**src/rtl/idea_a_checker_pkg.sv**
```systemverilog
// Shared definitions for the IdeaA receive-side checker.
//   - FSM state encoding (matches the LOG_STATE output values)
//   - IdeaA code points: nine-to-zero digit codes plus the generator reset code
//   - code_class / code_succ: decode helpers used by the code ROM and the top
package idea_a_checker_pkg;

  typedef enum logic [1:0] {
    ST_IDLE    = 2'd0,
    ST_ACQUIRE = 2'd1,
    ST_LOCKED  = 2'd2,
    ST_ERROR   = 2'd3
  } state_e;

  localparam logic [3:0] CODE_RESET = 4'b0000;
  localparam logic [3:0] CODE_D9    = 4'b0111;
  localparam logic [3:0] CODE_D8    = 4'b0110;
  localparam logic [3:0] CODE_D7    = 4'b0101;
  localparam logic [3:0] CODE_D6    = 4'b1110;
  localparam logic [3:0] CODE_D5    = 4'b1101;
  localparam logic [3:0] CODE_D4    = 4'b1100;
  localparam logic [3:0] CODE_D3    = 4'b1011;
  localparam logic [3:0] CODE_D2    = 4'b1010;
  localparam logic [3:0] CODE_D1    = 4'b1001;
  localparam logic [3:0] CODE_D0    = 4'b1000;

  // legal: one of the ten digit codes; zero: the generator reset code.
  // Anything with neither bit set is illegal.
  typedef struct packed {
    logic       legal;
    logic       zero;
    logic [3:0] digit;
  } code_class_t;

  function automatic code_class_t code_class(input logic [3:0] code);
    code_class_t c;
    c = '0;
    unique case (code)
      CODE_RESET: c.zero = 1'b1;
      CODE_D9:    c = '{legal: 1'b1, zero: 1'b0, digit: 4'd9};
      CODE_D8:    c = '{legal: 1'b1, zero: 1'b0, digit: 4'd8};
      CODE_D7:    c = '{legal: 1'b1, zero: 1'b0, digit: 4'd7};
      CODE_D6:    c = '{legal: 1'b1, zero: 1'b0, digit: 4'd6};
      CODE_D5:    c = '{legal: 1'b1, zero: 1'b0, digit: 4'd5};
      CODE_D4:    c = '{legal: 1'b1, zero: 1'b0, digit: 4'd4};
      CODE_D3:    c = '{legal: 1'b1, zero: 1'b0, digit: 4'd3};
      CODE_D2:    c = '{legal: 1'b1, zero: 1'b0, digit: 4'd2};
      CODE_D1:    c = '{legal: 1'b1, zero: 1'b0, digit: 4'd1};
      CODE_D0:    c = '{legal: 1'b1, zero: 1'b0, digit: 4'd0};
      default:    c = '0;
    endcase
    return c;
  endfunction

  // Generator successor. Illegal codes have no successor; they return the
  // reset code, and callers gate the compare with legal|zero.
  function automatic logic [3:0] code_succ(input logic [3:0] code);
    logic [3:0] n;
    unique case (code)
      CODE_RESET: n = CODE_D9;
      CODE_D9:    n = CODE_D8;
      CODE_D8:    n = CODE_D7;
      CODE_D7:    n = CODE_D6;
      CODE_D6:    n = CODE_D5;
      CODE_D5:    n = CODE_D4;
      CODE_D4:    n = CODE_D3;
      CODE_D3:    n = CODE_D2;
      CODE_D2:    n = CODE_D1;
      CODE_D1:    n = CODE_D0;
      CODE_D0:    n = CODE_D9;
      default:    n = CODE_RESET;
    endcase
    return n;
  endfunction

endpackage

```
**src/rtl/idea_a_code_rom.sv**
```systemverilog
// Combinational IdeaA code ROM.
//   code      in  4  code to decode
//   legal     out 1  code is one of the ten digit codes
//   zero      out 1  code is the generator reset code
//   digit     out 4  BCD digit (0 when not legal)
//   next_code out 4  generator successor of code
module idea_a_code_rom
  import idea_a_checker_pkg::*;
(
  input  logic [3:0] code,
  output logic       legal,
  output logic       zero,
  output logic [3:0] digit,
  output logic [3:0] next_code
);

  code_class_t cls;

  always_comb begin
    cls       = code_class(code);
    legal     = cls.legal;
    zero      = cls.zero;
    digit     = cls.digit;
    next_code = code_succ(code);
  end

endmodule

```
**config.mk**
```make
export PLATFORM = sky130hd
export DESIGN_NAME = idea_a_code_rom
export DESIGN_NICKNAME = d
export VERILOG_FILES = /design/src/rtl/idea_a_checker_pkg.sv /design/src/rtl/idea_a_code_rom.sv
export SDC_FILE = /design/constraint.sdc
export NUM_CORES = 1
export LEC_CHECK = 0
export BUFFER_PORTS_ARGS = -buffer_cell sky130_fd_sc_hd__buf_2
export CAP_MARGIN = 20
export CORE_AREA = 5 5 42 44
export DETAILED_ROUTE_END_ITERATION = 10
export DIE_AREA = 0 0 47 49
export PLACE_DENSITY_LB_ADDON = 0.2
export SLEW_MARGIN = 20
export SYNTH_ARGS = -nofsm -noshare
export SYNTH_HDL_FRONTEND = slang
export SYNTH_SLANG_ARGS = --single-unit
export TNS_END_PERCENT = 20
```
**constraint.sdc**
```tcl
create_clock -name vclk -period 1.7
set_input_delay 0.085 -clock vclk [all_inputs]
set_output_delay 0.085 -clock vclk [all_outputs]
set_load 0.02 [all_outputs]
```
==> impl_metrics.yaml <==
die:
  dieArea_um2: 2303
  core_region_area_um2: 1401
  start_util: 0.2125
  num_rows: 14
  die_w_um: 47
  ios: 14
  dieHeight_um: 49
outcome:
  status: "complete, no violations"
global_routing:
  grt_pass1_vias: 289
  grt.overflow.total: 0
  antenna_found_initial: 0
  grt_first_pass_wirelength_um: 1152
  grt_use_total: 0.05895
  grt_max_degree: 18
synth:
  syn_nets: 55
  synth.distinct_cells: 18
  synth.yosys.warnings: 0
  syn_avg_cell_area_um2: 6.768
  synth_cells: 44
  seq_area_frac_synth: 0
  netlist_area_um2: 297.8
setup_path:
  cp.arrival_ns: 1.30
  critPathMaxFanout: 7
  crit_required_ns: 1.62
  critPathLaunch: "code[0]"
  end_kind: "output port"
  start_kind: "input port"
  path_class: "in -> out"
detailed_routing:
  avgRoutedWirePerCell_um: 10.19
  routed_via_density: 4.528
  num_vias: 326
  routed_wl_um: 734
  first_pass_iters: 4
  drt.antenna.violating_nets: 0
  drt_iter0_markers: 5
  drc: 0
sta:
  layout_setup_ws_ns: 0.3185
  report.final.slew_viol_count: 0
  relSlewSlack: 0.8181
  period_needed_ns: 1.382
  grt_setup_unrepaired: "no"
  fmax_mhz: 723.8
  fin_crit_sh: 0.8127
  tns_ns: 0
  setup_viol: 0
  hold_violations: 0
  worst_pin_slew_ns: 0.2693
cells_and_area:
  final_area_um2: 375.4
  final_util: 0.2679
  nClkBuffers: 0
  regArea_um2: 0
  syn_to_final_growth_pct: 26.05
  drive_gt1_frac: 0.2679
  nets: 69
  seq_cells: 0
  n_antenna_cell: 0
placed_design:
  gp_congestion: 0.6963
  hpwlAfterDp_um: 577.1
  dpl_cell_area_um2: 375.4
  pre_cts_slack_ns: 0.3069
  numPortBuffers: 14
pwr:
  p_total_uw: 110.5
  p_int_uw: 42.18
  switching_share: 0.6184
  powerDensity_nw_per_um2: 294.4
  switchingPower_uw: 68.34
  vdd.ir_drop.worst_v: 0.00007858
  power_frac_comb: 1.000
  power_leakage_uw: 0.0002072
  pwr-share-seq: 0
  clockPowerShare: 0
clock_tree:
  cts_hold_buf: 0
  cts_setup_buffers: 0
  postCtsResizedCells: 0
flow_run:
  drv_cap: 0
min_path:
  hp-class: "in -> out"
  hp-start: "code[2]"
## worst max-delay path: stages
cell	delay (ns)
buf_2	0.14
inv_1	0.11
ha_1	0.30
nor2_1	0.09
a21o_1	0.17
mux2_4	0.25
buf_2	0.16
## cell usage in the layout (no fill, tap or decap)
cell,n
buf_2,14
o21ai_0,8
ha_1,7
nor2_1,5
nor2b_1,3
nand2_1,3
inv_1,2
nand2b_1,2
a21o_1,2
a21oi_1,2
nor3_1,2
and2b_1,1
o211ai_1,1
mux2_4,1
a211oi_1,1
o41ai_1,1
nor3b_1,1
## logic make-up (layout without fill, tap and decap cells)
logic type,count (synthesis),count (layout),share of synthesized area
AOI/OAI and AO/OA,15,15,0.2983
and+or+nand+nor,17,17,0.2899
buffers and inverters,4,16,0.06723
muxes,1,1,0.05041
adders and majority gates,7,7,0.2941
## synthesized netlist by cell type
library cell	n	area share
o21ai_0	8	0.13
ha_1	7	0.29
nor2_1	5	0.063
nand2_1	3	0.038
nor2b_1	3	0.063
a21o_1	2	0.050
a21oi_1	2	0.034
inv_1	2	0.025
nand2b_1	2	0.042
nor3_1	2	0.034
a211oi_1	1	0.025
and2b_1	1	0.025
buf_2	1	0.017
buf_4	1	0.025
mux2_4	1	0.050
nor3b_1	1	0.025
o211ai_1	1	0.025
o41ai_1	1	0.029
## routing by layer
metal | vias to the layer above | track usage | routed length [um]
li1 | 178 | - | -
met1 | 143 | 0.08043 | 367
met2 | 5 | 0.1063 | 350
met3 | 0 | 0 | 17
met4 | 0 | 0 | 0
met5 | - | 0 | 0
## through the flow
stage	hold WS (ns)	instances
2_1_floorplan	0.3281	44
3_3_place_gp	0.6069	72
6_report	0.6044	72
3_5_place_dp	0.6114	72
4_1_cts	0.6120	72
5_1_grt	0.6379	72
## power by group through the flow
stage / logic (uW) / registers [uW] / clock network (uW)
final: 111 / 0 / 0
after global routing: 122 / 0 / 0
after CTS: 112 / 0 / 0
after detailed placement: 112 / 0 / 0
after global placement: 112 / 0 / 0
after floorplan: 77.8 / 0 / 0
## layout make-up
| cell class | instances | area, um2 |
|---|---|---|
| Fill cell | 182 | 1026 |
| Multi-Input combinational cell | 40 | 277.8 |
| Timing Repair Buffer | 14 | 70.07 |
| Tap cell | 16 | 20.02 |
| Inverter | 2 | 7.507 |
## path summary, 6_finish.rpt
check	end	cells after the start	slack, ns
max	next_code[2]	7	0.32
min	zero	3	0.60
No activity file was read; power rests on OpenSTA's default activity.
